--- src/rtl/tlc_pkg.sv ---
// tlc_pkg: shared FSM encodings and lockout counter sizing for the pedestrian request path
package tlc_pkg;
  typedef enum logic [1:0] {
    IDLE    = 2'b00,
    PENDING = 2'b01,
    LOCK    = 2'b10
  } state_t;
  localparam int LOCKOUT_CYC_DEF = 16;
  function automatic int lock_w(input int cyc);
    return $clog2(cyc + 1);
  endfunction
endpackage

--- src/rtl/ped_request_latch_if.sv ---
// ped_request_latch_if: press/grant inputs and request/status outputs of the request latch
interface ped_request_latch_if #(parameter int CNT_W = 8);
  logic             btn_pulse;
  logic             grant;
  logic             req;
  logic             req_led;
  logic             lockout;
  logic [CNT_W-1:0] press_cnt;
  modport master (output btn_pulse, grant, input req, req_led, lockout, press_cnt);
  modport slave  (input btn_pulse, grant, output req, req_led, lockout, press_cnt);
endinterface

--- src/rtl/blink_div.sv ---
// blink_div: enable-gated toggle divider; restart forces the phase to a fresh "on" half-period
module blink_div #(
  parameter int BLINK_HALF = 4
) (
  input  logic clk,
  input  logic rst_n,
  input  logic en,
  input  logic restart,
  output logic blink
);
  localparam int PW = (BLINK_HALF > 1) ? $clog2(BLINK_HALF) : 1;
  logic [PW-1:0] ph_q, ph_d;
  logic          blink_q, blink_d;
  logic          wrap;
  assign wrap  = (ph_q == PW'(BLINK_HALF - 1));
  assign blink = blink_q;
  // advance the phase while enabled and flip the output at the end of each half-period
  always_comb begin
    ph_d    = restart ? '0 : en ? (wrap ? '0 : ph_q + 1'b1) : ph_q;
    blink_d = restart ? 1'b1 : (en && wrap) ? ~blink_q : blink_q;
  end
  // phase and blink registers
  always_ff @(posedge clk or negedge rst_n) begin
    if (!rst_n) begin
      ph_q    <= '0;
      blink_q <= 1'b0;
    end else begin
      ph_q    <= ph_d;
      blink_q <= blink_d;
    end
  end
endmodule

--- src/rtl/ped_request_latch.sv ---
// ped_request_latch: holds a pedestrian request until granted, then locks out presses for a fixed interval
module ped_request_latch
  import tlc_pkg::*;
#(
  parameter int LOCKOUT_CYC = LOCKOUT_CYC_DEF,
  parameter int BLINK_HALF  = 4,
  parameter int CNT_W       = 8
) (
  input logic                clk,
  input logic                rst_n,
  ped_request_latch_if.slave bus
);
  localparam int LW = lock_w(LOCKOUT_CYC);
  state_t           state_q, state_d;
  logic [LW-1:0]    lock_cnt_q, lock_cnt_d;
  logic [CNT_W-1:0] press_cnt_q, press_cnt_d;
  logic             blink;
  logic             enter_pending;
  // next state, lockout countdown and saturating press count
  always_comb begin
    state_d     = state_q;
    lock_cnt_d  = lock_cnt_q;
    press_cnt_d = press_cnt_q;
    case (state_q)
      IDLE: begin
        if (bus.btn_pulse) begin
          state_d     = PENDING;
          press_cnt_d = (&press_cnt_q) ? press_cnt_q : press_cnt_q + 1'b1;
        end
      end
      PENDING: begin
        if (bus.grant) begin
          state_d    = LOCK;
          lock_cnt_d = LW'(LOCKOUT_CYC - 1);
        end
      end
      LOCK: begin
        state_d    = (lock_cnt_q == '0) ? IDLE : LOCK;
        lock_cnt_d = (lock_cnt_q == '0) ? lock_cnt_q : lock_cnt_q - 1'b1;
      end
      default: state_d = IDLE;
    endcase
  end
  // state, lockout counter and press counter registers
  always_ff @(posedge clk or negedge rst_n) begin
    if (!rst_n) begin
      state_q     <= IDLE;
      lock_cnt_q  <= '0;
      press_cnt_q <= '0;
    end else begin
      state_q     <= state_d;
      lock_cnt_q  <= lock_cnt_d;
      press_cnt_q <= press_cnt_d;
    end
  end
  assign enter_pending = (state_d == PENDING) && (state_q != PENDING);
  blink_div #(.BLINK_HALF(BLINK_HALF)) u_blink (
    .clk     (clk),
    .rst_n   (rst_n),
    .en      (state_q == PENDING),
    .restart (enter_pending),
    .blink   (blink)
  );
  assign bus.req       = (state_q == PENDING);
  assign bus.lockout   = (state_q == LOCK);
  assign bus.req_led   = blink & bus.req;
  assign bus.press_cnt = press_cnt_q;
endmodule

--- src/flat_wrapper.sv ---
// flat-port wrapper written by rule: the top's interface ports become plain ports
module ped_request_latch_flat import tlc_pkg::*;
#(
  parameter int LOCKOUT_CYC = LOCKOUT_CYC_DEF,
  parameter int BLINK_HALF  = 4,
  parameter int CNT_W       = 8
)
  (clk, rst_n, bus_btn_pulse, bus_grant, bus_req, bus_req_led, bus_lockout, bus_press_cnt);
  ped_request_latch_if #(.CNT_W(CNT_W)) bus_i ();
  input logic clk;
  input logic rst_n;
  input wire logic [$bits(bus_i.btn_pulse)-1:0] bus_btn_pulse;
  input wire logic [$bits(bus_i.grant)-1:0] bus_grant;
  output wire logic [$bits(bus_i.req)-1:0] bus_req;
  output wire logic [$bits(bus_i.req_led)-1:0] bus_req_led;
  output wire logic [$bits(bus_i.lockout)-1:0] bus_lockout;
  output wire logic [$bits(bus_i.press_cnt)-1:0] bus_press_cnt;
  assign bus_i.btn_pulse = bus_btn_pulse;
  assign bus_i.grant = bus_grant;
  assign bus_req = bus_i.req;
  assign bus_req_led = bus_i.req_led;
  assign bus_lockout = bus_i.lockout;
  assign bus_press_cnt = bus_i.press_cnt;
  ped_request_latch #(.LOCKOUT_CYC(LOCKOUT_CYC), .BLINK_HALF(BLINK_HALF), .CNT_W(CNT_W)) u_core (.clk(clk), .rst_n(rst_n), .bus(bus_i));
endmodule
--- config.mk ---
export PLATFORM = sky130hd
export DESIGN_NAME = ped_request_latch_flat
export DESIGN_NICKNAME = d
export VERILOG_FILES = /design/src/rtl/tlc_pkg.sv /design/src/rtl/ped_request_latch_if.sv /design/src/rtl/blink_div.sv /design/src/rtl/ped_request_latch.sv /design/src/flat_wrapper.sv
export SDC_FILE = /design/constraint.sdc
export NUM_CORES = 1
export LEC_CHECK = 0
export ABC_CLOCK_PERIOD_IN_PS = 1170
export BUFFER_PORTS_ARGS = -buffer_cell sky130_fd_sc_hd__buf_4
export CAP_MARGIN = 40
export CORE_UTILIZATION = 40
export CTS_CLUSTER_SIZE = 10
export DETAILED_ROUTE_END_ITERATION = 12
export GPL_TIMING_DRIVEN = 1
export PLACE_DENSITY = 0.72
export SLEW_MARGIN = 20
export SYNTH_ARGS = -nofsm -noshare
export SYNTH_HDL_FRONTEND = slang
export SYNTH_HIERARCHICAL = 1
export SYNTH_SLANG_ARGS = --single-unit
--- constraint.sdc ---
create_clock -name clk -period 1.17 [get_ports clk]
set_input_delay 0 -clock clk [delete_from_list [all_inputs] [get_ports clk]]
set_output_delay 0 -clock clk [all_outputs]
set_load 0.02 [all_outputs]
==> results of run 1 <==
==> Yosys cell counts, types with 2 or more instances <==
library cell | count | area (µm²)
mux2i_1 | 2 | 20.0
nor2_1 | 5 | 18.8
nand4_1 | 3 | 18.8
nand2_1 | 6 | 22.5
and3_1 | 3 | 18.8
a21oi_1 | 3 | 15.0
dfrtp_1 | 18 | 450
xnor2_1 | 5 | 43.8
nor3_1 | 3 | 15.0
xor2_1 | 2 | 17.5
ha_1 | 3 | 37.5
inv_1 | 4 | 15.0
==> flip-flops by register name, summed over array words and instances (netlist names) <==
signal and count:
u_core/state_q 2, u_core/u_blink/ph_q 2, u_core/bus.press_cnt 8, u_core/lock_cnt_q 5, u_core/u_blink/blink 1
==> routing by layer <==
| layer | GRT usage | wire length [µm] | vias up |
|---|---|---|---|
| li1 | - | - | 357 |
| met1 | 0.247 | 900 | 354 |
| met2 | 0.269 | 903 | 8 |
| met3 | 0.0280 | 28 | 2 |
| met4 | 0.0588 | 13 | 0 |
| met5 | 0 | 0 | - |
==> worst paths after layout <==
path                                         from                       to  slack [ps]
max                          u_core/lock_cnt_q[1]     u_core/lock_cnt_q[2]        -180
min                                     bus_grant        u_core/state_q[0]          10
max reg2reg                  u_core/lock_cnt_q[1]     u_core/lock_cnt_q[2]        -180
min reg2reg                u_core/u_blink/ph_q[1]   u_core/u_blink/ph_q[1]         560
max in group asynchronous                   rst_n        u_core/state_q[0]         850
min in group asynchronous                   rst_n  u_core/bus.press_cnt[1]         110
==> layout make-up <==
type                       instances  area share
clock buffer                       4      0.0263
inverter                           5      0.0136
multi-input combinational         54       0.369
sequential                        18       0.330
tap                               27      0.0245
timing repair buffer              39       0.236
==> critical path, cell delays in order, from the launching register on <==
cell,delay [ps]
dfrtp_1,380
inv_2,50
ha_4,160
a311oi_4,350
a211oi_1,120
a31oi_1,190
==> kinds of logic after synthesis <==
kind of cell / share of synthesized area
buffers and inverters: 0.0214
multiplexers: 0.0228
flip-flops: 0.514
XOR/XNOR: 0.0699
adder cells (fa/ha/maj): 0.0428
AND/OR/NAND/NOR: 0.203
AO/OA/AOI/OAI: 0.127
==> where the power goes <==
| part | internal (mW) | switching (mW) | leakage, nW |
|---|---|---|---|
| clock | 0.189 | 0.190 | 0.0210 |
| sequential | 0.836 | 0.169 | 0.213 |
| combinational | 1.07 | 0.911 | 0.420 |
| total | 2.10 | 1.27 | 0.654 |
==> per-stage QoR <==
stage | TNS [ps] | hold WS [ps] | utilization | total power, mW | cells
after global placement | -654 | -121 | 0.602 | 2.51 | 138
after global routing | -2800 | 0.704 | 0.689 | 3.60 | 147
after CTS | -1690 | 1.89 | 0.661 | 3.17 | 146
final | -1800 | 13.4 | 0.689 | 3.37 | 147
after floorplan | -860 | -296 | - | 1.89 | 77
after detailed placement | -1140 | -116 | 0.602 | 2.57 | 138
==> timing repair <==
item	CTS	global route
pin swaps	9	6
hold buffers	1	0
setup buffers	3	1
hold endpoints to repair	18	0
resized for setup	14	11
setup endpoints to repair	17	21
==> results.cfg, run 1 <==
[layout]
drive_above_1_share = 0.608
synthToLayoutAreaGrowth_pct = 57.2
fill_cells = 139
register_area_um2 = 455
finalNetCount = 128
mostFrequentLayoutCell = buf_4
multi_input_area_um2 = 509
final_area_um2 = 1380
diodes = 0
final_cell_mix = 30 x buf_4, 14 x dfrtp_1, 8 x buf_6

[placement]
gp_congestion = 0.740
port_buffers = 14
place_area_um2 = 1200
hpwl_um = 1320
place_ws_ps = -184

[worst_setup_path]
endpoint_kind = flip-flop
crit_fanout = 4
cp-start-kind = flip-flop
required_ps = 1370
worstSetupPathType = reg -> reg
r2r_cells = 5
worst_ep_arrival_time_ps = 1550

[detailed_routing]
firstDrtPassIters = 4
vias = 721
routed_wl_um = 1850
drt_iter0_drc = 8
route.detailed.drc = 0
viasPerCell = 4.90
ant_nets = 0
wl_per_cell_um = 12.6

[floorplan]
die_h_um = 48.8
core_um2 = 2000
fp.dieW_um = 48.8
placementRows = 16
die_area_um2 = 2380
start_util = 0.438
ios = 15

[grt]
grt_max_degree = 19
grt_pass1_wl_um = 3200
grt_util_all_layers = 0.174
first_global_vias = 698
antenna_found_initial = 0
overflow = 0

[pwr]
max-vdd-ir-drop_uv = 1160
power_density_nw_per_um2 = 2440
p_leak_nw = 0.654

[logic_synthesis]
syn_nets = 84
yosysWarnings = 6
syn_area_per_cell_um2 = 11.4
syn_inst = 77
synthesis.area_um2 = 877
synth-seq-cells = 18
ys_types = 32
synth-edff-count = 0
ys_seq_area_frac = 0.514
synth_flop_cell = dfrtp_1
async_reset_ff_frac = 1.00

[timing]
finalMaxSlewViolations = 0
skew_ps = 3.96
tightest_slew_ps = 343
rsz0062_at_grt = yes
finalSetupViolCount = 17
clock.fmax_ghz = 0.743
period_needed_ps = 1350
hold_viol_final = 0
setup_slack_ps = -176
max_slew_margin = 0.772
fin_crit_sh = 1.15

[outcome]
status = finished, violations left
violations = negative setup slack

[cts]
cts_sinks = 18
cts_root_buffer = clkbuf_4
cts_inserted_buffers = 3
cts_max_level = 1
clock_latency_ps = 280
cts_tree = built
cts_max_path_buffers = 2
clk_pin_slew_ps = 100

[min_path]
min_path_cells = 3
hold_path.class = in -> reg

[flow_run]
drv_cap = 0
No activity file was read; power rests on OpenSTA's default activity.
==> run 2: changes to the inputs <==
- CORE_ASPECT_RATIO: unset -> 0.5
- CORE_UTILIZATION: 40 -> 35
- MAX_ROUTING_LAYER: unset -> met4
- PLACE_DENSITY: 0.72 -> 0.66
- SYNTH_HIERARCHICAL: 1 -> unset
==> results.cfg, run 2 <==
[logic_synthesis]
synth.most_common_cell = dfrtp_1
syn_nets = 94
synth_flop_cell = dfrtp_1
async_reset_ff_frac = 1.00
synth-edff-count = 0
synth_top_area_share = 0.492
synthTopCellsByArea = dfrtp_1 49%, ha_1 5.5%, nand3_1 3.8%
syn_area_per_cell_um2 = 10.6
synth_area_leader_cell = dfrtp_1
synthesis.area_um2 = 915
yosysWarnings = 0
synth_common_cells = 18 x dfrtp_1, 8 x nor2_1, 7 x nand3_1, 6 x nand2_1
ys_types = 32
syn_inst = 86
ys_seq_area_frac = 0.492
synth-seq-cells = 18

[detailed_routing]
vias = 798
route.detailed.drc = 0
met1_length_um = 1060
drt_iter0_drc = 38
routed_wl_um = 2210
wl_per_cell_um = 13.2
met3_length_um = 66
firstDrtPassIters = 4
viasPerCell = 4.78
top_layer_used = met4
route.met2.wl_um = 1070
ant_nets = 0

[cts]
cts_max_level = 1
cts_root_buffer = clkbuf_8
cts_tree = built
cts_inserted_buffers = 3
clock_latency_ps = 260
clk_pin_slew_ps = 80
cts_max_path_buffers = 2
cts_sinks = 18

[layout]
largest_reg_flops = 8
fill_cells = 182
synthToLayoutAreaGrowth_pct = 63.1
register_area_um2 = 458
drive_above_1_share = 0.652
multi_input_area_um2 = 569
finalNetCount = 141
final_area_um2 = 1490
final_cell_mix = 35 x buf_4, 12 x dfrtp_1, 6 x buf_6, 6 x dfrtp_2
fin_util = 0.637
mostFrequentLayoutCell = buf_4
diodes = 0

[pwr]
power_frac_comb = 0.560
p_leak_nw = 0.691
p_switching_mw = 1.39
power.share.clock = 0.144
internal_power_mw = 2.26
max-vdd-ir-drop_uv = 1310
switching_share = 0.382
pwr-share-seq = 0.296
power_density_nw_per_um2 = 2450

[placement]
place_area_um2 = 1280
hpwl_um = 1400
gp_congestion = 0.769
port_buffers = 14

[grt]
grt_util_all_layers = 0.195
first_global_vias = 806
grt_max_degree = 19
overflow = 0
antenna_found_initial = 0
grt_pass1_wl_um = 3730

[timing]
finalMaxSlewViolations = 0
finalSetupViolCount = 19
fin_crit_sh = 1.14
clock.fmax_ghz = 0.747
rsz0062_at_grt = yes
setup_slack_ps = -168
skew_ps = 7.89
max_slew_margin = 0.827
tightest_slew_ps = 258
hold_viol_final = 0
period_needed_ps = 1340

[worst_setup_path]
required_ps = 1320
worst_ep_arrival_time_ps = 1490
endpoint_kind = flip-flop
r2r_cells = 4
crit_fanout = 4
cp-start-kind = flip-flop
rr_startpoint = u_core.state_q[1]
r2r_setup_slack_ps = -170
worstReg2RegEnd = u_core.bus.press_cnt[4]
worstSetupPathType = reg -> reg

[floorplan]
placementRows = 12
start_util = 0.390
fp.dieW_um = 74.3
ios = 15
die_area_um2 = 2830
core_um2 = 2340
die_h_um = 38.1

[min_path]
hold_path.class = in -> async

[outcome]
violations = negative setup slack
status = finished, violations left

[flow_run]
drv_cap = 0
## run 2: kinds of logic (layout without fill, tap and decap cells)
group           after synthesis  count (layout)  share of synthesized area
compound gates               12              12                     0.0917
xor+xnor                      4               4                     0.0383
fa+ha+maj                     4               4                     0.0547
buf+inv                       5              51                     0.0287
flops                        18              18                      0.492
mux                           5               5                     0.0588
simple gates                 38              38                      0.235
## run 2: worst max-delay path by stage
stage                                       start                      end  slack, ps  cells past startpoint
final                           u_core.state_q[1]  u_core.bus.press_cnt[4]       -170                      4
after global routing            u_core.state_q[1]  u_core.bus.press_cnt[4]       -230                      4
after CTS                       u_core.state_q[0]  u_core.bus.press_cnt[7]       -150                      4
after detailed placement        u_core.state_q[1]  u_core.bus.press_cnt[4]       -180                      4
after global placement          u_core.state_q[1]  u_core.bus.press_cnt[4]       -120                      4
after floorplan           u_core.bus.press_cnt[0]  u_core.bus.press_cnt[1]       -180                      4
## run 2: per-layer routing
layer  vias up  track usage
met1       397        0.233
met2        10        0.323
met4         0       0.0708
met3         2       0.0553
met5         -            -
li1        389            -
## run 2: area by class of cell
type	count	area share
timing repair buffer	43	0.235
multi-input combinational	63	0.382
tap	35	0.0294
sequential	18	0.307
clock buffer	4	0.0369
inverter	4	0.0101
## run 2: power groups by stage
stage | clock network (mW) | registers (mW) | logic (mW)
floorplan | 0 | 1.22 | 0.751
global placement | 0 | 1.05 | 1.69
detailed placement | 0 | 1.07 | 1.71
CTS | 0.533 | 1.07 | 1.96
global route | 0.564 | 1.11 | 2.20
finish | 0.526 | 1.08 | 2.04
## run 2: timing repair
action                                  CTS  global route
pin swaps                                17            10
buffers inserted                          3             0
hold endpoints to repair                 19             0
endpoints found under the setup margin   19            20
resized for setup                        20            10
hold buffers                              2             0
## run 2: critical path: stages, from the launching register on
cell	delay, ps
dfrtp_1	430
nor3b_2	230
buf_4	160
nand4_1	90
mux2_4	310
## run 2: through the flow
step / power, mW / setup WS [ps] / hold WS, ps / TNS (ps) / std cells
6_report: 3.65 / -168 / 150 / -1540 / 167
3_3_place_gp: 2.74 / -116 / -114 / -760 / 158
2_1_floorplan: 1.97 / -176 / -296 / -1100 / 86
5_1_grt: 3.87 / -232 / 181 / -2750 / 167
3_5_place_dp: 2.78 / -182 / -113 / -1250 / 158
4_1_cts: 3.56 / -148 / 160 / -1330 / 167
